## src/rtl/mul_8x8_pkg.sv

```systemverilog
// ============================================================================
// mul_8x8_pkg : shared widths and state encoding for the shift-and-add multiplier
// Revision 1.0
// ============================================================================
`default_nettype none

package mul_8x8_pkg;

    localparam int WIDTH  = 8;
    localparam int PROD_W = 2 * WIDTH;

    typedef enum logic [0:0] {
        ST_IDLE = 1'b0,
        ST_RUN  = 1'b1
    } state_t;

endpackage : mul_8x8_pkg

`default_nettype wire

```

## src/rtl/mul_8x8.sv

```systemverilog
// ============================================================================
// mul_8x8 : unsigned sequential shift-and-add multiplier, fixed WIDTH-cycle
//           latency, accumulation done by an external adder
// Revision 1.0
// ============================================================================
`default_nettype none

module mul_8x8
    import mul_8x8_pkg::*;
#(
    parameter int WIDTH = mul_8x8_pkg::WIDTH
) (
    input  logic                 clk,
    input  logic                 rst,
    input  logic [WIDTH-1:0]     a_i,
    input  logic [WIDTH-1:0]     b_i,
    input  logic                 start,
    output logic [2*WIDTH-1:0]   result,
    output logic                 busy,
    output logic [2*WIDTH-1:0]   sum_in_a,
    output logic [2*WIDTH-1:0]   sum_in_b,
    input  logic [2*WIDTH-1:0]   sum_out
);

    localparam int PW    = 2 * WIDTH;
    localparam int CNT_W = (WIDTH > 1) ? $clog2(WIDTH) : 1;
    localparam logic [CNT_W-1:0] LAST_STEP = CNT_W'(WIDTH - 1);

    state_t             state_q, state_d;
    logic [PW-1:0]      acc_q, acc_d;
    logic [PW-1:0]      mcand_q, mcand_d;
    logic [WIDTH-1:0]   mplier_q, mplier_d;
    logic [CNT_W-1:0]   cnt_q, cnt_d;
    logic [PW-1:0]      result_q, result_d;

    always_ff @(posedge clk or negedge rst) begin
        if (!rst) begin
            state_q  <= ST_IDLE;
            acc_q    <= '0;
            mcand_q  <= '0;
            mplier_q <= '0;
            cnt_q    <= '0;
            result_q <= '0;
        end else begin
            state_q  <= state_d;
            acc_q    <= acc_d;
            mcand_q  <= mcand_d;
            mplier_q <= mplier_d;
            cnt_q    <= cnt_d;
            result_q <= result_d;
        end
    end

    always_comb begin
        state_d  = state_q;
        acc_d    = acc_q;
        mcand_d  = mcand_q;
        mplier_d = mplier_q;
        cnt_d    = cnt_q;
        result_d = result_q;
        sum_in_a = '0;
        sum_in_b = '0;

        unique case (state_q)
            ST_IDLE: begin
                if (start) begin
                    mcand_d  = {{WIDTH{1'b0}}, a_i};
                    mplier_d = b_i;
                    acc_d    = '0;
                    cnt_d    = '0;
                    state_d  = ST_RUN;
                end
            end
            ST_RUN: begin
                // One partial product per cycle; zero operands still take all steps.
                sum_in_a = acc_q;
                sum_in_b = mplier_q[0] ? mcand_q : '0;
                acc_d    = sum_out;
                mcand_d  = mcand_q << 1;
                mplier_d = mplier_q >> 1;
                cnt_d    = cnt_q + 1'b1;
                if (cnt_q == LAST_STEP) begin
                    result_d = sum_out;
                    state_d  = ST_IDLE;
                end
            end
            default: state_d = ST_IDLE;
        endcase
    end

    assign busy   = (state_q == ST_RUN);
    assign result = result_q;

endmodule : mul_8x8

`default_nettype wire

```

## config.mk

```make
export PLATFORM = sky130hd
export DESIGN_NAME = mul_8x8
export DESIGN_NICKNAME = d
export VERILOG_FILES = /design/src/rtl/mul_8x8_pkg.sv /design/src/rtl/mul_8x8.sv
export SDC_FILE = /design/constraint.sdc
export NUM_CORES = 1
export LEC_CHECK = 0
export BUFFER_PORTS_ARGS = -buffer_cell sky130_fd_sc_hd__buf_4
export CAP_MARGIN = 25
export CORE_MARGIN = 2
export CORE_UTILIZATION = 51
export CTS_CLUSTER_DIAMETER = 60
export DETAILED_ROUTE_END_ITERATION = 16
export PLACE_DENSITY = 0.9
export SLEW_MARGIN = 20
export SYNTH_ARGS = -nofsm -noshare
export SYNTH_HDL_FRONTEND = slang
export SYNTH_SLANG_ARGS = --single-unit
```

## constraint.sdc

```tcl
create_clock -name clk -period 1.8 [get_ports clk]
set_input_delay 0.54 -clock clk [delete_from_list [all_inputs] [get_ports clk]]
set_output_delay 0.54 -clock clk [all_outputs]
set_load 0.02 [all_outputs]
```

# Yosys cells after proc, flatten, opt, wreduce, memory -nomap -nowiden
# Cells that the tools add are included.
dict set report word_totals {
  word_cells 25
  regBits 60
  input_bits 35
  out_inout_bits 49
}
dict set report op_classes {
  n_bitwise 1
  mux 14
  eq_ne 2
  reduce_logical 1
  n_addsub 1
}
# cell count
set op_table {}
lappend op_table {{16-bit two-way mux} 5}
lappend op_table {{16-bit case mux with 2 select lines} 2}
lappend op_table {{8-bit case mux with 2 select lines} 1}
lappend op_table {{8-bit two-way mux} 1}
lappend op_table {{3-bit case mux with 2 select lines} 1}
lappend op_table {{3-bit by 1-bit adder with 3-bit output, second input constant} 1}
lappend op_table {{3-bit == test, second input constant} 1}
lappend op_table {{3-bit two-way mux} 1}
lappend op_table {{1-bit two-way mux} 2}
lappend op_table {{2-bit inequality test, second input constant} 1}
lappend op_table {{1-bit case mux with 2 select lines} 1}
lappend op_table {{2-bit AND reduction} 1}
lappend op_table {{1-bit inverter} 1}

# Longest topological paths before layout
# Gate-level depths: netlist (run 1).
dict set report logic_depth {
  depth_word 3
  depth_mapped 5
  ltp_nobuf 4
}

# Least setup slack after synthesis (run 1)
# OpenSTA, ideal clock, no wires.
dict set report synth_timing {
  kind {register -> output}
  start {register state_q (netlist: busy)}
  end {output sum_in_a[10]}
  arrival_ns 1.210
  path_stages_with_launch 5
  t_required_ns 1.260
  path_slack_ns 0.050
  path_buffers 3
  cell_sequence {dfrtp_1 > buf_4 > buf_4 > clkbuf_1 > and2_1}
}
dict set report synth_between {
  elab_chain_cells 1
}
# item line_no
set synth_rtl {}
lappend synth_rtl {{from (decl)} mul_8x8.sv:29} ;# state_t state_q, state_d;
lappend synth_rtl {{from (signal assigned)} mul_8x8.sv:45} ;# state_q <= state_d;
lappend synth_rtl {{16-bit two-way mux} mul_8x8.sv:64} ;# unique case (state_q)
lappend synth_rtl {{to (decl)} mul_8x8.sv:20} ;# output logic [2*WIDTH-1:0] sum_in_a,
# Every way passes these cells.

# Worst setup path in the final report (run 1)
dict set report layout_timing {
  start {register state_q (netlist: busy)}
  end {output sum_in_b[10]}
}
dict set report layout_between {
  elab_chain_cells 1
}
# item line_no
set layout_rtl {}
lappend layout_rtl {{16-bit two-way mux} mul_8x8.sv:64}
lappend layout_rtl {{to (decl)} mul_8x8.sv:21} ;# output logic [2*WIDTH-1:0] sum_in_b,
# Every way passes these cells.

==> results of run 1 <==
final timing paths:
path	slack (ns)	cells past startpoint	start	end
hold reg to reg	0.49	1	mcand_q[15]	mcand_q[15]
setup / recovery	0.003	3	busy	sum_in_b[10]
min in group clk	0.42	3	sum_out[10]	acc_q[10]
max in group asynchronous	1.19	2	rst	acc_q[11]
setup reg to reg	0.24	4	cnt_q[0]	result[0]
hold / removal	0.13	1	rst	acc_q[2]
critical path: stages, from the launching register on:
cell and delay (ns):
dfrtp_2 0.46, buf_12 0.17, and3_1 0.16, buf_6 0.13
per-layer routing:
metal,track usage,vias up
li1,-,979
met1,0.292,1040
met2,0.341,77
met3,0.0459,10
met4,0.0873,0
met5,0,-
Yosys cell counts (all sizes together):
cell	instances	area, um2
and2	16	100
mux2	16	218
and3	16	100
mux2i	17	170
o21ai	29	145
buf	12	80.1
clkbuf	7	26.3
dfrtp	60	1500
nor2	3	11.3
a22o	11	96.3
nand2	30	120
ha	2	25.0
nand2b	16	100
a21oi	1	5.00
kinds of logic after synthesis:
logic type / Yosys count
and+or+nand+nor: 81
DFF: 60
AOI/OAI and AO/OA: 41
muxes: 33
buffers and inverters: 19
adders and majority gates: 2
sequential cells by signal, summed over array words and instances (netlist names):
signal,flops
acc_q,16
mcand_q,16
mplier_q,8
busy,1
result,16
cnt_q,3
power groups by stage:
stage | Combinational, mW | Clock, mW | Sequential [mW]
2_1_floorplan | 1.56 | 0 | 2.39
3_3_place_gp | 2.62 | 0 | 2.25
3_5_place_dp | 2.69 | 0 | 2.29
4_1_cts | 2.94 | 1.42 | 2.27
5_1_grt | 3.43 | 1.49 | 2.37
6_report | 3.21 | 1.40 | 2.29
per-stage QoR:
step	setup WS (ns)	hold slack [ns]
3_5_place_dp	0.228	0.477
4_1_cts	0.000428	0.140
3_3_place_gp	0.280	0.470
2_1_floorplan	0.0497	0.244
5_1_grt	-0.0433	0.151
6_report	0.00309	0.131
repair_timing:
item / in CTS / in global routing
buffers inserted: 2 / 0
endpoints found under the setup margin: 32 / 32
hold buffers: 0 / 0
cloned: 2 / 0
resized for setup: 8 / 39
final cells by class:
type	instances	area share
well taps	70	0.0227
repair buffers	92	0.232
clock inverters	4	0.0182
flip-flops and latches	60	0.391
clock buffers	12	0.0429
multi-input cells	157	0.293
==> flow_summary.toml, run 1 <==
[route]
top_layer = "met4"
routed_met3_length_um = 296
wl_per_cell_um = 16.1
detailed_route_drc_error_count = 0
detail_route.first_pass.iterations = 4
detailroute.via_count = 2106
drt-vias-per-instance = 5.33
met1Wirelength_mm = 2.76
dr_wl_met2_mm = 3.21
detail_route.wirelength_mm = 6.36
route.antenna.remaining_nets = 0
detailedRoute.firstIterationViolations = 140

[timing]
slew_violations = 0
final_hold_viol_count = 0
setup-violations-final = 0
grt_setup_unrepaired = "yes"
finClkSkew_ns = 0.00986
fmaxAchievable_mhz = 557
worst_slew_pin_slew_ns = 0.384
maxSlewHeadroom = 0.744
setup-tns-final_ns = 0
final.period_utilization = 0.998
final_period_minus_worst_setup_slack_ns = 1.80

[cts]
clockRootBuffer = "clkbuf_8"
cts_buffers = 9
cts_tree = "done"
htree_levels = 3
cts_num_sinks = 60
clock_path_buffers = 2
cts.clk_slew.worst_paths_ns = 0.06
worstSkewPairLatency_ns = 0.33

[finish]
seqCellArea_um2 = 1500
layout.nets = 357
n_antenna_cell = 0
layout_common_cells = "dfrtp_1, buf_4, buf_6"
finish.cell_count_without_fillers = 395
area_growth_synth_to_finish_pct = 42.7
area_occupied_by_multi_input_gates_um2 = 1130
postLayoutCellArea_um2 = 3850
post-route-util = 0.754
fillCellCount = 339
post_route_cells_drive_above_1_share = 0.437
most_frequent_standard_cell_in_the_layout_excluding_fill_and_tap_cells = "dfrtp_1"

[grt]
grt_antenna_before_repair = 0
total_global_routing_overflow = 0
grt.total_usage = 0.216
grt_pass1_wl_mm = 10.0
maximum_number_of_pins_on_one_net_before_global_route_repair = 33
first_global_vias = 2026

[flow_run]
max-cap-violations = 0

[floorplan]
placementRows = 26
coreArea_um2 = 5110
die_width_um = 76.7
die_height_um = 76.7
die-area_um2 = 5890
ioPinCount = 84
floorplan.initialDensity = 0.528

[power]
peakVddDrop_mv = 0.775
finalPower_mw = 6.90
net_switching_power_figure_mw = 2.37
seqPwrFrac = 0.332
sw_frac_of_total = 0.344
power_leakage_nw = 1.98
power_report.internal_total_mw = 4.53
power.density_nw_per_um2 = 1790
clock_power_share = 0.203
combinationalPowerShare = 0.465

[placement]
place_hpwl_mm = 3.90
place_area_um2 = 3380
placed_cells_incl_taps = 375
buffer_ports.inserted = 83
gpl.final_weighted_congestion = 0.760

[worst_setup_path]
cp_data_arrival_time_ns = 1.26
startpoint_type = "flip-flop"
critical_path.endpoint_type = "primary output"
criticalPathCategory = "flip-flop to primary output"
critPathMaxFanout = 26
required_ns = 1.26

[yosys]
synthAdderAreaFrac = 0.00927
synth.ff_latch_count = 60
synth_instances = 236
syn_area_um2 = 2700
yosys-mux-area-fraction = 0.144
yosysWarningCount = 0
largest_family_of_logic_cells_by_synthesized_area = "simple AND/OR/NAND/NOR gates"
synth.lib_cells_used.distinct = 19
average_cell_area_after_synthesis_um2 = 11.4
synth_compound_area_frac = 0.0913
synth_xor_area_frac = 0
synthesis.nets = 273
synth_simple_gate_area_share = 0.160
synth_sequential_area_ratio = 0.556

[hold_path]
hp-class = "input port to asynchronous set/reset pin"

[outcome]
status = "finished clean"
(Power assumes the default switching activity.)
==> run 2: changes to the inputs <==
--- a/config.mk
+++ b/config.mk
@@ -9,8 +9,9 @@
 export CAP_MARGIN = 25
 export CORE_MARGIN = 2
-export CORE_UTILIZATION = 51
+export CORE_UTILIZATION = 53
+export CTS_BUF_LIST = sky130_fd_sc_hd__clkbuf_4
 export CTS_CLUSTER_DIAMETER = 60
 export DETAILED_ROUTE_END_ITERATION = 16
-export PLACE_DENSITY = 0.9
+export PLACE_DENSITY = 0.92
 export SLEW_MARGIN = 20
 export SYNTH_ARGS = -nofsm -noshare
==> constraint.sdc (replaced) <==
create_clock -name clk -period 1.8 [get_ports clk]
set_input_delay 0.54 -clock clk [delete_from_list [all_inputs] [get_ports clk]]
set_output_delay 0.54 -clock clk [all_outputs]
set_load 0.1 [all_outputs]
==> run 2 against run 1 <==
  * Critical path type unchanged
  * Largest cell class unchanged
  * Worst setup slack got worse by 0.29 ns
  * Clock skew increased by 0.0084 ns
  * Routed wire length increased by 28%
  * Die area decreased by 3.6%
  * The flow now finishes with violations (negative setup slack)
  * Global-route usage increased by 7.3 points
  * Critical path depth unchanged
  * Cell count increased by 2.0%
  * Highest routed layer unchanged
  * Worst hold slack got worse by 0.046 ns
  * Core utilization increased by 13 points
  * Clock-buffer cell count decreased by 3
  * Via count increased by 7.1%
==> flow_summary.toml, run 2 (synthesized netlist as in run 1, its figures left out) <==
[route]
detail_route.wirelength_mm = 8.13
detail_route.first_pass.iterations = 4
route.antenna.remaining_nets = 0
detailedRoute.firstIterationViolations = 187
drt-vias-per-instance = 5.60
wl_per_cell_um = 20.2
detailroute.via_count = 2255
detailed_route_drc_error_count = 0

[worst_setup_path]
path_cells = "buf_6, and3_4, buf_12"
required_ns = 1.26
critical_path.slowest_cell = "dfrtp_4"
critical_path.endpoint_type = "primary output"
criticalPathCategory = "flip-flop to primary output"
critPathMaxStageDelay_ns = 0.57
startpoint_type = "flip-flop"
cp_data_arrival_time_ns = 1.55
critPathMaxFanout = 9

[timing]
final_period_minus_worst_setup_slack_ns = 2.09
final.period_utilization = 1.16
finalWorstSetupSlack_ns = -0.288
final_hold_viol_count = 0
grt_setup_unrepaired = "yes"
maxSlewHeadroom = 0.674
slew_violations = 0
worst_slew_pin_slew_ns = 0.490
fmaxAchievable_mhz = 479
hold-worst-slack_ns = 0.0857
finClkSkew_ns = 0.0183
setup-violations-final = 33
setup-tns-final_ns = -7.48

[outcome]
status = "complete, but fails checks"
violations_in_the_final_reports = "negative setup slack"

[cts]
cts_num_sinks = 60
worstSkewPairLatency_ns = 0.41
clockRootBuffer = "clkbuf_4"
clock_path_buffers = 2
post_cts_hold_buffer_count = 0
cts_tree = "done"
cts_buffers = 9
cts.clk_slew.worst_paths_ns = 0.11
htree_levels = 3

[grt]
grt_pass1_wl_mm = 11.7
grt_antenna_before_repair = 0
grt.total_usage = 0.289
total_global_routing_overflow = 0
first_global_vias = 2333
maximum_number_of_pins_on_one_net_before_global_route_repair = 37

[finish]
most_frequent_standard_cell_in_the_layout_excluding_fill_and_tap_cells = "buf_4"
area_occupied_by_multi_input_gates_um2 = 1210
post_route_cells_drive_above_1_share = 0.497
layout.nets = 368
fillCellCount = 228
seqCellArea_um2 = 1510
post-route-util = 0.881
n_antenna_cell = 0
finish.cell_count_without_fillers = 403
layout_common_cells = "buf_4, dfrtp_1, buf_12"
area_growth_synth_to_finish_pct = 57.3

[placement]
gpl.final_weighted_congestion = 0.728
placed_cells_incl_taps = 378
place_hpwl_mm = 4.13
buffer_ports.inserted = 83

[floorplan]
die_width_um = 75.4
ioPinCount = 84
floorplan.initialDensity = 0.560
die_height_um = 75.4
die-area_um2 = 5680
placementRows = 25
coreArea_um2 = 4820

[hold_path]
hp-class = "input port to asynchronous set/reset pin"

[flow_run]
max-cap-violations = 0
run 2: cell types whose count changed in the layout (fill, tap and decap cells not counted), sizes merged:
cell,before,now
clkinv,2,5
clkbuf,12,10
bufbuf,2,1
buf,90,101
run 2: routing by layer:
metal  global-route usage  up-vias  part of all wire
li1                     -     1002                 -
met1                0.359     1122              0.38
met2                0.462      106              0.52
met3               0.0767       25             0.060
met4                0.158        0             0.034
met5                    0        -                 0
run 2: repair_timing:
action | 4_1_cts | 5_1_grt
cloned | 1 | 1
gates resized for setup | 101 | 5
buffers inserted | 4 | 3
pin swaps | 2 | 8
setup endpoints to repair | 32 | 42
run 2: area by class of cell:
cell class | instances | area share
sequential | 60 | 0.355
timing repair buffer | 103 | 0.305
multi-input combinational | 157 | 0.286
tap | 67 | 0.0197
clock inverter | 7 | 0.0192
clock buffer | 9 | 0.0159
run 2: path summary, 6_finish.rpt:
| kind | startpoint | to | slack, ns | cells after the start |
|---|---|---|---|---|
| worst max-delay path | busy | sum_in_b[14] | -0.29 | 3 |
| worst max register to register | busy | acc_q[2] | 0.04 | 6 |
| min in group clk | sum_out[8] | acc_q[8] | 0.35 | 3 |
| worst min-delay path | rst | result[15] | 0.09 | 1 |
| worst min register to register | mplier_q[2] | mplier_q[1] | 0.50 | 2 |
| max in group asynchronous | rst | mplier_q[2] | 1.19 | 2 |
run 2: per-stage QoR:
stage	cell area (um2)	worst slack (ns)
after CTS	4190	-0.208
after global routing	4250	-0.320
after global placement	3560	0.165
after detailed placement	3560	0.137
final	4250	-0.288
after floorplan	2860	-0.0943
run 2: critical path, delay by kind of cell, from the launching register on:
| kind | cells | cell delay [ns] |
|---|---|---|
| DFF | 1 | 0.57 |
| buffers and inverters | 2 | 0.35 |
| and+or+nand+nor | 1 | 0.21 |
Power of run 2 is not shown: default switching activity piles up to over one toggle a cycle in this logic, so the estimate is an artifact.
==> run 3: changes to the inputs <==
==> constraint.sdc (replaced) <==
create_clock -name clk -period 1.8 [get_ports clk]
set_input_delay 0.36 -clock clk [delete_from_list [all_inputs] [get_ports clk]]
set_output_delay 0.36 -clock clk [all_outputs]
set_load 0.1 [all_outputs]
==> run 3 against run 2 <==
  * The flow finishes with violations (negative hold slack, negative setup slack)
  * Sequential share of layout area rose by 1.2 points
  * Non-clock buffer count fell by 5
  * Highest routed layer unchanged
  * Register-to-register slack improved by 0.13 ns
  * Fmax rose by 13%
  * Worst setup slack improved by 0.24 ns
  * Via count fell by 4.0%
  * Critical path depth did not move
  * Design area fell by 3.1%
  * Global-route usage fell by 1.6 points
==> flow_summary.toml, run 3 (synthesized netlist as in run 1, its figures left out) <==
[outcome]
status = "complete, but fails checks"
violations_in_the_final_reports = "negative hold slack, negative setup slack"

[timing]
maxSlewHeadroom = 0.513
final_hold_viol_count = 1
final.period_utilization = 1.03
finClkSkew_ns = 0.0171
fmaxAchievable_mhz = 541
slew_violations = 0
worst_slew_pin_slew_ns = 0.731
grt_setup_unrepaired = "yes"
setup-violations-final = 23
hold-worst-slack_ns = -0.00437
finalWorstSetupSlack_ns = -0.0491
final_period_minus_worst_setup_slack_ns = 1.85

[route]
detail_route.wirelength_mm = 7.13
wl_per_cell_um = 17.9
dr_wl_met2_mm = 3.89
detailedRoute.firstIterationViolations = 223
met1Wirelength_mm = 2.72
route.antenna.remaining_nets = 0
routed_met3_length_um = 350
detail_route.first_pass.iterations = 5
detailed_route_drc_error_count = 0
detailroute.via_count = 2165
top_layer = "met4"
drt-vias-per-instance = 5.44

[worst_setup_path]
criticalPathCategory = "flip-flop to primary output"
sum_of_buffers_and_inverters_on_the_critical_path = 2
critical_path.endpoint_type = "primary output"
critical_path.slowest_cell = "dfrtp_4"
worstReg2RegStart = "busy"
startpoint_type = "flip-flop"
number_of_cells_on_the_critical_path = 3
cp_data_arrival_time_ns = 1.49
path_cells = "buf_12, and3_2, buf_8"
worst_reg_to_reg_setup_slack_ns = 0.17
critPathMaxStageDelay_ns = 0.56
critical_path.startpoint = "busy"
required_ns = 1.44
critPathTopFamily = "flip-flops"
path_depth_of_the_worst_reg2reg_path = 4
critPathMaxFanout = 11
reg2reg_to = "mcand_q[11]"

[grt]
grt_pass1_wl_mm = 11.1
total_global_routing_overflow = 0
grt.total_usage = 0.272
maximum_number_of_pins_on_one_net_before_global_route_repair = 61
grt_antenna_before_repair = 0
first_global_vias = 2221

[placement]
gpl.final_weighted_congestion = 0.767
placed_cells_incl_taps = 375
buffer_ports.inserted = 83
place_hpwl_mm = 3.93
place_area_um2 = 3470

[hold_path]
hp-class = "input port to asynchronous set/reset pin"

[floorplan]
die_height_um = 75.4
ioPinCount = 84
placementRows = 25
die-area_um2 = 5680
die_width_um = 75.4
coreArea_um2 = 4820
floorplan.initialDensity = 0.560

[finish]
fillCellCount = 261
layout.nets = 363
most_frequent_standard_cell_in_the_layout_excluding_fill_and_tap_cells = "buf_4"
n_antenna_cell = 0
area_growth_synth_to_finish_pct = 52.5
finish.cell_count_without_fillers = 398
post_route_cells_drive_above_1_share = 0.492
postLayoutCellArea_um2 = 4120
layout_common_cells = "buf_4, dfrtp_1, buf_12"

[cts]
htree_levels = 3
cts.clk_slew.worst_paths_ns = 0.12
worstSkewPairLatency_ns = 0.40
post_cts_hold_buffer_count = 0
cts_num_sinks = 60
clock_path_buffers = 2
cts_buffers = 9
cts_tree = "done"
clockRootBuffer = "clkbuf_4"

[flow_run]
max-cap-violations = 0
==> run 3: changes by cell type in the layout (fill, tap and decap cells not counted), moves of 2 or more <==
cell / delta
and3_4: -4
and3_2: +4
buf_12: -5
buf_6: -2
==> run 3: per-layer routing <==
metal  global-route usage  up-vias
met5                    0        -
met4                0.103        0
met3               0.0780       19
met2                0.456       84
met1                0.336     1070
li1                     -      992
==> run 3: stage by stage <==
| stage | setup WS, ns | TNS (ns) | utilization |
|---|---|---|---|
| floorplan | -0.0597 | -0.825 | - |
| global placement | 0.246 | 0 | 0.721 |
| detailed placement | 0.212 | 0 | 0.721 |
| CTS | -0.0611 | -1.09 | 0.849 |
| global route | -0.100 | -1.94 | 0.854 |
| finish | -0.0491 | -0.468 | 0.854 |
==> run 3: worst max path at each step <==
stage | endpoint | slack [ns]
floorplan | sum_in_b[0] | -0.06
global placement | result[2] | 0.25
detailed placement | result[3] | 0.21
CTS | sum_in_b[7] | -0.06
global route | sum_in_b[7] | -0.10
finish | sum_in_b[7] | -0.05
==> run 3: area by class of cell <==
class / count / area (um2) / area share
Clock buffer: 10 / 75.1 / 0.0182
Clock inverter: 6 / 55.1 / 0.0134
Multi-Input combinational cell: 157 / 1200 / 0.291
Sequential cell: 60 / 1510 / 0.366
Tap cell: 67 / 83.8 / 0.0204
Timing Repair Buffer: 98 / 1200 / 0.291
==> run 3: what timing repair did <==
action | in CTS | in global routing
pin swaps | 1 | 5
buffers inserted | 4 | 1
resized for setup | 96 | 4
endpoints found under the setup margin | 33 | 31
cloned | 2 | 0
Power of run 3 is left out for the same reason.
